$ cat config.mk
export PLATFORM = sky130hd
export DESIGN_NAME = spi_flash_read_seq
export DESIGN_NICKNAME = d
export VERILOG_FILES = /design/src/rtl/spi_flash_read_seq.sv
export SDC_FILE = /design/constraint.sdc
export NUM_CORES = 1
export LEC_CHECK = 0
export ABC_CLOCK_PERIOD_IN_PS = 6000
export BUFFER_PORTS_ARGS = -buffer_cell sky130_fd_sc_hd__buf_2
export CORE_ASPECT_RATIO = 0.7
export CORE_MARGIN = 8
export CORE_UTILIZATION = 40
export CTS_CLUSTER_DIAMETER = 50
export CTS_CLUSTER_SIZE = 8
export DETAILED_ROUTE_END_ITERATION = 7
export PLACE_DENSITY = 0.72
export SLEW_MARGIN = 5
export SYNTH_ARGS = -nofsm -noshare
export SYNTH_HDL_FRONTEND = slang
export SYNTH_SLANG_ARGS = --single-unit
$ cat constraint.sdc
create_clock -name bus2ip_clk -period 6 [get_ports bus2ip_clk]
set_clock_uncertainty 0.05 [all_clocks]
set_input_delay 0.3 -clock bus2ip_clk [delete_from_list [all_inputs] [get_ports bus2ip_clk]]
set_output_delay 0.3 -clock bus2ip_clk [all_outputs]
set_load 0.01 [all_outputs]
$ cat src/rtl/spi_flash_read_seq.sv
// SPI flash READ sequencer: drives the SPI interface register port to send opcode/address/dummy
// bytes and streams payload bytes back. Define SPI_FAST_READ_EN for FAST READ (0x0B + dummy byte).
module spi_flash_read_seq #(
    parameter int         TIMEOUT  = 1024,
    parameter logic [1:0] FREQ_SEL = 2'b01
) (
    input  logic        bus2ip_clk,
    input  logic        rst,
    input  logic        req,
    input  logic [23:0] addr,
    input  logic [7:0]  len,
    output logic        busy,
    output logic [7:0]  data_out,
    output logic        data_valid,
    output logic        done,
    output logic        err,
    output logic        m_wr,
    output logic        m_rd,
    output logic [1:0]  m_addr,
    output logic [8:0]  m_data,
    input  logic        m_wrack,
    input  logic        m_rdack,
    input  logic [7:0]  m_rdata
);

`ifdef SPI_FAST_READ_EN
    localparam logic [7:0] OPCODE = 8'h0B;
    localparam logic [8:0] HDR    = 9'd5;
`else
    localparam logic [7:0] OPCODE = 8'h03;
    localparam logic [8:0] HDR    = 9'd4;
`endif

    localparam int            CW        = $clog2(TIMEOUT) + 1;
    localparam logic [CW-1:0] WAIT_LAST = CW'(TIMEOUT - 1);

    typedef enum logic [2:0] {
        IDLE,
        CFG_WR,
        CFG_REL,
        TX_WR,
        TX_REL,
        RX_RD,
        DONE
    } state_t;

    state_t        state;
    logic [23:0]   addr_q;
    logic [8:0]    last_q;
    logic [8:0]    idx;
    logic [CW-1:0] wait_cnt;
    logic          timed_out;

    assign timed_out = (wait_cnt == WAIT_LAST);

    // TX FIFO word for byte k: header bytes first, dummy zeros after, EOF flag on the final byte.
    function automatic logic [8:0] tx_word(input logic [8:0] k, input logic [23:0] a,
                                           input logic [8:0] last);
        logic [7:0] b;
        case (k)
            9'd0:    b = OPCODE;
            9'd1:    b = a[23:16];
            9'd2:    b = a[15:8];
            9'd3:    b = a[7:0];
            default: b = 8'h00;
        endcase
        return {(k == last), b};
    endfunction

    always_ff @(posedge bus2ip_clk or posedge rst) begin
        if (rst) begin
            state      <= IDLE;
            addr_q     <= '0;
            last_q     <= '0;
            idx        <= '0;
            wait_cnt   <= '0;
            busy       <= 1'b0;
            data_out   <= '0;
            data_valid <= 1'b0;
            done       <= 1'b0;
            err        <= 1'b0;
            m_wr       <= 1'b0;
            m_rd       <= 1'b0;
            m_addr     <= '0;
            m_data     <= '0;
        end else begin
            done       <= 1'b0;
            data_valid <= 1'b0;
            case (state)
                IDLE: begin
                    if (req) begin
                        if (len == 8'd0) begin
                            done <= 1'b1;
                        end else begin
                            addr_q   <= addr;
                            last_q   <= HDR + {1'b0, len} - 9'd1;
                            err      <= 1'b0;
                            busy     <= 1'b1;
                            m_wr     <= 1'b1;
                            m_addr   <= 2'd0;
                            m_data   <= {7'b0, FREQ_SEL};
                            wait_cnt <= '0;
                            state    <= CFG_WR;
                        end
                    end
                end
                CFG_WR: begin
                    if (m_wrack) begin
                        m_wr  <= 1'b0;
                        state <= CFG_REL;
                    end else if (timed_out) begin
                        m_wr  <= 1'b0;
                        err   <= 1'b1;
                        state <= DONE;
                    end else begin
                        wait_cnt <= wait_cnt + 1'b1;
                    end
                end
                CFG_REL: begin
                    if (!m_wrack) begin
                        idx      <= 9'd0;
                        m_wr     <= 1'b1;
                        m_addr   <= 2'd2;
                        m_data   <= tx_word(9'd0, addr_q, last_q);
                        wait_cnt <= '0;
                        state    <= TX_WR;
                    end
                end
                TX_WR: begin
                    if (m_wrack) begin
                        m_wr  <= 1'b0;
                        state <= TX_REL;
                    end else if (timed_out) begin
                        m_wr  <= 1'b0;
                        err   <= 1'b1;
                        state <= DONE;
                    end else begin
                        wait_cnt <= wait_cnt + 1'b1;
                    end
                end
                TX_REL: begin
                    if (!m_wrack) begin
                        m_rd     <= 1'b1;
                        m_addr   <= 2'd3;
                        wait_cnt <= '0;
                        state    <= RX_RD;
                    end
                end
                // Header echoes are dropped; only bytes past the header reach the host.
                RX_RD: begin
                    if (m_rdack) begin
                        m_rd <= 1'b0;
                        idx  <= idx + 9'd1;
                        if (idx >= HDR) begin
                            data_out   <= m_rdata;
                            data_valid <= 1'b1;
                        end
                        if (idx == last_q) begin
                            state <= DONE;
                        end else begin
                            m_wr     <= 1'b1;
                            m_addr   <= 2'd2;
                            m_data   <= tx_word(idx + 9'd1, addr_q, last_q);
                            wait_cnt <= '0;
                            state    <= TX_WR;
                        end
                    end else if (timed_out) begin
                        m_rd  <= 1'b0;
                        err   <= 1'b1;
                        state <= DONE;
                    end else begin
                        wait_cnt <= wait_cnt + 1'b1;
                    end
                end
                DONE: begin
                    done  <= 1'b1;
                    busy  <= 1'b0;
                    state <= IDLE;
                end
                default: state <= IDLE;
            endcase
        end
    end

endmodule

==> impl_results.md, run 1 <==
- Status: finished, final reports clean
- Post-cts sizing count: 0
- FMAX: 333 MHz
- ANT nets after route: 0
- Placement-stage worst setup slack: 2970 ps
- Critical path startpoint: state[0]
- Worst stage delay on the critical path: 700 ps
- Reg2Reg Depth: 6
- Overflow after GRT: 0
- R2R Path End: m_addr[0]
- Syn_area_per_cell: 9.27 sq um
- Cts bufs inserted: 9
- Worst Max-Slew Pin Slew: 1020 ps
- Post-synth top area share: 47.6%
- Setup ws final: 3000 ps
- Setup violations, final: 0
- Leading area contributor after synthesis: dfrtp_1
- Clock root buffer: clkbuf_16
- Setup TNS: 0 ps
- FF-to-FF Start: state[0]
- Ant diodes: 0
- R2r setup slk: 3000 ps
- HP Class: input port to flip-flop
- Clock network fraction of total power: 24.3%
- P&R area growth vs syn: 16.8%
- Post-route DRC: 0
- Slew headroom: 31.7%
- Share of cells above drive strength 1: 22.0%
- Final cycle utilization of the critical path: 50.1%
- Worst skew pair latency: 340 ps
- Psw: 0.839 mW
- Sequential fraction of the synthesis area: 47.6%
- Arrival @ worst endpoint: 3170 ps
- DRT iter0 DRCs: 346
- Hold buffers post-CTS: 0
- M1 WL: 5310 um
- Seq cells post-synth: 81
- Total Wirelength: 10700 um
- Pins Over Slew Limit: 0
- Gr usage total: 15.7%
- I/O Buffers: 69
- Vias: 3607
- Final hold vios: 0
- WHS: 97.3 ps
- Hold worst-path end: addr_q[18]
- Worst-path cell chain: or2_2 -> a311oi_4 -> buf_4 -> nor3_1 -> nor2_1 -> mux2_2
- Setup bufs post-CTS: 0
- Hold Crit Start: addr[18]
- WP data required: 6170 ps
- # rows: 31
- Design Area, Final: 4970 sq um
- CTS clk-pin slew, worst paths: 60 ps
- First-pass GRT wire length: 18100 um
- CP delay by family, top: simple AND/OR/NAND/NOR gates
- Initial Utilization: 41.1%
- CP Max Fanout: 38
- H-tree levels: 3
- Synth Instances: 459
- EDFF count, synth: 0
- Initial DRT Pass Iterations: 7
- Met3 Routed Length: 712 um
- Critical path buffers and inverters: 1
- IO Count: 70
- CP startpoint kind: flip-flop
- Internal: 1.31 mW
- Cell Area, Synth: 4250 sq um
- Switching part of the total: 39.1%
- Critical path's slowest cell: nor2_1
- Reg power frac: 40.8%
- Cells on Worst Hold Path: 3
- Overall Power: 2.15 mW
- Die width: 139 um
- Routed length per placed instance: 16.4 um
- Mapped Nets: 512
- Full die area: 14200 sq um
- Clock buffer depth: 2
- P per Cell Area: 432 nW/um^2
- Combinational power share: 34.9%
- Clock sinks: 81
- Lkg Pwr: 2.30 nW
- Met2 WL: 4570 um
- Endpoint class of the critical path: flip-flop
- CTS tree: done
- Ys Warns: 0
- Placed cell areas: 4690 sq um
- Die H: 102 um
- Minimum clock period: 3000 ps
- DR vias/cell: 5.52
- Commonest cells after routing, fill and taps aside: nand2_1 (104), dfrtp_1 (81), buf_2 (69), nor2_1 (32), o21ai_0 (30)
- DP HPWL: 7780 um
- Synth unique cells: 65
- Total Nets Final: 570
- Initial antenna violation count: 0
- Number of fill cells in the layout: 970
- Worst vdd ir: 0.000208 V
- Synth top area cells: dfrtp_1 (48%), nand2_1 (9.2%), xnor2_1 (4.1%), o21ai_0 (3.5%), nor2_1 (2.8%)
- Ys flop type: dfrtp_1
- Critical path class: flip-flop to flip-flop
- Uppermost layer routed: met4
- Largest net degree at the start of global routing: 82
- Commonest non-fill, non-tap cell in the layout: nand2_1
- Vias in the first global route: 3601
- Unrepaired setup endpoints after global routing: no
- RD Place Congestion: 0.903
- Max-Cap Viols: 0
- Core Area: 10400 sq um
- Post-synth ARST share: 100%
cells in the mapped netlist (all sizes together) (3+ instances only):
master and number:
nor3 13, nand2b 3, and3 5, o21ai 30, mux2 9, xnor2 20
inv 11, dfrtp 81, o31ai 6, and2 3, ha 8, clkbuf 9
a21oi 20, and4 5, o22ai 4, or3 3, nand2 104, xor2 5
nor2 34, a31oi 7, a222oi 6, o211ai 4, nand3 10, nor4 8
buf 16
cell families after synthesis:
kind of cell / count (synthesis) / synth area share, %
muxes: 10 / 2.62
and+or+nand+nor: 198 / 22.5
buffers and inverters: 36 / 3.76
AOI/OAI and AO/OA: 101 / 16.0
adders and majority gates: 8 / 2.35
xor gates and xnor gates: 25 / 5.15
DFF: 81 / 47.6
flip-flops by register name (all words and copies together), names as in the netlist:
register	count
addr_q	24
busy	1
data_out	8
data_valid	1
done	1
err	1
idx	9
last_q	9
m_addr	2
m_data	9
m_rd	1
m_wr	1
state	3
wait_cnt	11
worst max-delay path by stage:
stage          slack, ps         to  cells past startpoint
5_1_grt             2740  m_addr[0]                      6
3_3_place_gp        3100  m_addr[0]                      6
6_report            3000  m_addr[0]                      6
3_5_place_dp        2970  m_addr[0]                      6
4_1_cts             2990  m_addr[0]                      6
2_1_floorplan       3570  addr_q[0]                      1
routing by layer:
metal  GRT usage (%)  up-vias
met5               0        -
met4            5.37        0
met3            4.29       14
met2            23.1      123
met1            22.0     1738
li1                -     1732
through the flow:
| stage | util (%) | std cells |
|---|---|---|
| after floorplan | - | 459 |
| final | 48.0 | 654 |
| after detailed placement | 45.3 | 638 |
| after global routing | 48.0 | 654 |
| after global placement | 45.3 | 638 |
| after CTS | 48.0 | 654 |
power by group through the flow:
| stage | clock network, mW | logic (mW) | registers (mW) |
|---|---|---|---|
| 2_1_floorplan | 0 | 0.574 | 0.832 |
| 3_3_place_gp | 0 | 0.723 | 0.872 |
| 3_5_place_dp | 0 | 0.746 | 0.883 |
| 4_1_cts | 0.534 | 0.750 | 0.873 |
| 5_1_grt | 0.557 | 0.848 | 0.901 |
| 6_report | 0.521 | 0.750 | 0.877 |
tightest hold or removal path: cells and delay by family:
kind | cells | cell delay (ps)
buf+inv | 1 | 70
simple gates | 2 | 80
layout make-up:
class | count | area (sq um) | area share (%)
timing repair buffer | 72 | 368 | 7.40
multi-input combinational | 342 | 2080 | 41.9
inverter | 11 | 42.5 | 0.856
clock inverter | 5 | 40.0 | 0.806
clock buffer | 11 | 243 | 4.88
tap | 132 | 165 | 3.32
sequential | 81 | 2030 | 40.8
Power figures use the tool's default switching activity.
==> run 2: changes to the inputs <==
--- a/config.mk
+++ b/config.mk
@@ -5,7 +5,7 @@
 export SDC_FILE = /design/constraint.sdc
 export NUM_CORES = 1
 export LEC_CHECK = 0
-export ABC_CLOCK_PERIOD_IN_PS = 6000
+export ABC_CLOCK_PERIOD_IN_PS = 2900
 export BUFFER_PORTS_ARGS = -buffer_cell sky130_fd_sc_hd__buf_2
 export CORE_ASPECT_RATIO = 0.7
 export CORE_MARGIN = 8
==> constraint.sdc (replaced) <==
create_clock -name bus2ip_clk -period 2.9 [get_ports bus2ip_clk]
set_clock_uncertainty 0.05 [all_clocks]
set_input_delay 0.145 -clock bus2ip_clk [delete_from_list [all_inputs] [get_ports bus2ip_clk]]
set_output_delay 0.145 -clock bus2ip_clk [all_outputs]
set_load 0.01 [all_outputs]
==> impl_results.md, run 2 (same netlist as run 1, synthesis figures left out) <==
- Die width: 139 um
- Reg with most FFs: addr_q
- Cells on Worst Hold Path: 3
- Clock buffer depth: 2
- Arrival @ worst endpoint: 2610 ps
- CP startpoint kind: flip-flop
- R2R Path End: m_data[8]
- DRT iter0 DRCs: 300
- Routed length per placed instance: 16.4 um
- Clock sinks: 81
- Die H: 102 um
- RD Place Congestion: 0.852
- I/O Buffers: 69
- IO Count: 70
- R2r setup slk: 430 ps
- Registers with the most flip-flops: addr_q: 24 flops, wait_cnt: 11 flops
- DP HPWL: 7920 um
- Post-cts sizing count: 0
- Full die area: 14200 sq um
- Commonest cells after routing, fill and taps aside: nand2_1 (104), dfrtp_1 (81), buf_2 (69), dlygate4sd3_1 (34), nor2_1 (32)
- Gr usage total: 16.9%
- Lkg Pwr: 2.48 nW
- WHS: 37.6 ps
- P per Cell Area: 861 nW/um^2
- Core Area: 10400 sq um
- FF-to-FF Start: state[0]
- Clock root buffer: clkbuf_16
- Vias in the first global route: 3777
- Pins Over Slew Limit: 0
- Worst skew pair latency: 350 ps
- Initial antenna violation count: 0
- Critical path class: flip-flop to flip-flop
- ANT nets after route: 0
- DR vias/cell: 5.50
- CTS clk-pin slew, worst paths: 70 ps
- Layout Utilization: 51.9%
- Share of cells above drive strength 1: 21.3%
- Commonest non-fill, non-tap cell in the layout: nand2_1
- Post-route DRC: 0
- Critical path startpoint: state[0]
- Vias: 3806
- Slew headroom: 47.5%
- Minimum clock period: 2470 ps
- Setup TNS: 0 ps
- Status: finished, final reports clean
- Cts bufs inserted: 9
- Worst vdd ir: 0.000362 V
- WP data required: 3040 ps
- Total Nets Final: 607
- P&R area growth vs syn: 26.3%
- Setup violations, final: 0
- Hold worst-path end: last_q[8]
- Endpoint class of the critical path: flip-flop
- HP Class: input port to flip-flop
- FMAX: 406 MHz
- Max-Cap Viols: 0
- Total Wirelength: 11400 um
- Largest net degree at the start of global routing: 82
- CP Max Fanout: 17
- Unrepaired setup endpoints after global routing: no
- Setup bufs post-CTS: 0
- Initial Utilization: 41.1%
- Max reg flops: 24
- First-pass GRT wire length: 19300 um
- H-tree levels: 3
- Final hold vios: 0
- Final cycle utilization of the critical path: 85.0%
- Overflow after GRT: 0
- Hold Crit Start: len[7]
- Initial DRT Pass Iterations: 6
- CTS tree: done
- Reg2Reg Depth: 6
- Worst Max-Slew Pin Slew: 785 ps
- # rows: 31
## run 2: critical path: stages, from the launching register on
cell and delay [ps]:
dfrtp_1 540, or2_2 440, nor3_1 430, nor3_1 110
o21bai_1 370, a32oi_1 270, o31ai_1 100
## run 2: layout make-up
type | count | area (sq um)
Antenna cell | 1 | 2.50
Clock buffer | 9 | 225
Clock inverter | 7 | 83.8
Fill cell | 914 | 4980
Inverter | 11 | 42.5
Multi-Input combinational cell | 342 | 2080
Sequential cell | 81 | 2030
Tap cell | 132 | 165
Timing Repair Buffer | 109 | 743
## run 2: stage by stage
step / instance area, sq um / worst slack, ps / total power, mW / instances
after floorplan: 4250 / 625 / 2.91 / 459
after global placement: 4720 / 605 / 3.35 / 641
after detailed placement: 4720 / 408 / 3.41 / 641
after CTS: 5370 / 407 / 4.65 / 691
after global routing: 5370 / 230 / 4.96 / 691
final: 5370 / 434 / 4.63 / 692
## run 2: timing repair
item / in CTS / in global routing
endpoints found under the setup margin: 0 / 0
hold buffers: 34 / 0
endpoints found under the hold margin: 114 / 0
## run 2: power breakdown
| part | switching (mW) | internal [mW] |
|---|---|---|
| clock network | 0.488 | 0.685 |
| registers | 0.348 | 1.47 |
| logic | 0.966 | 0.674 |
| total | 1.80 | 2.83 |
## run 2: worst max path at each step
stage	end	slack, ps	cells after the start
after floorplan	addr_q[0]	620	1
after global routing	m_data[8]	230	6
final	m_data[8]	430	6
after global placement	m_data[8]	600	6
after CTS	m_data[8]	410	6
after detailed placement	m_data[8]	410	6
## run 2: routing by layer
layer  up-vias  track usage (%)  share of wire (%)
li1       1805                -                  -
met1      1839             23.3                 48
met2       146             25.0                 44
met3        16             4.57                6.9
met4         0             6.30                1.6
met5         -                0                  0
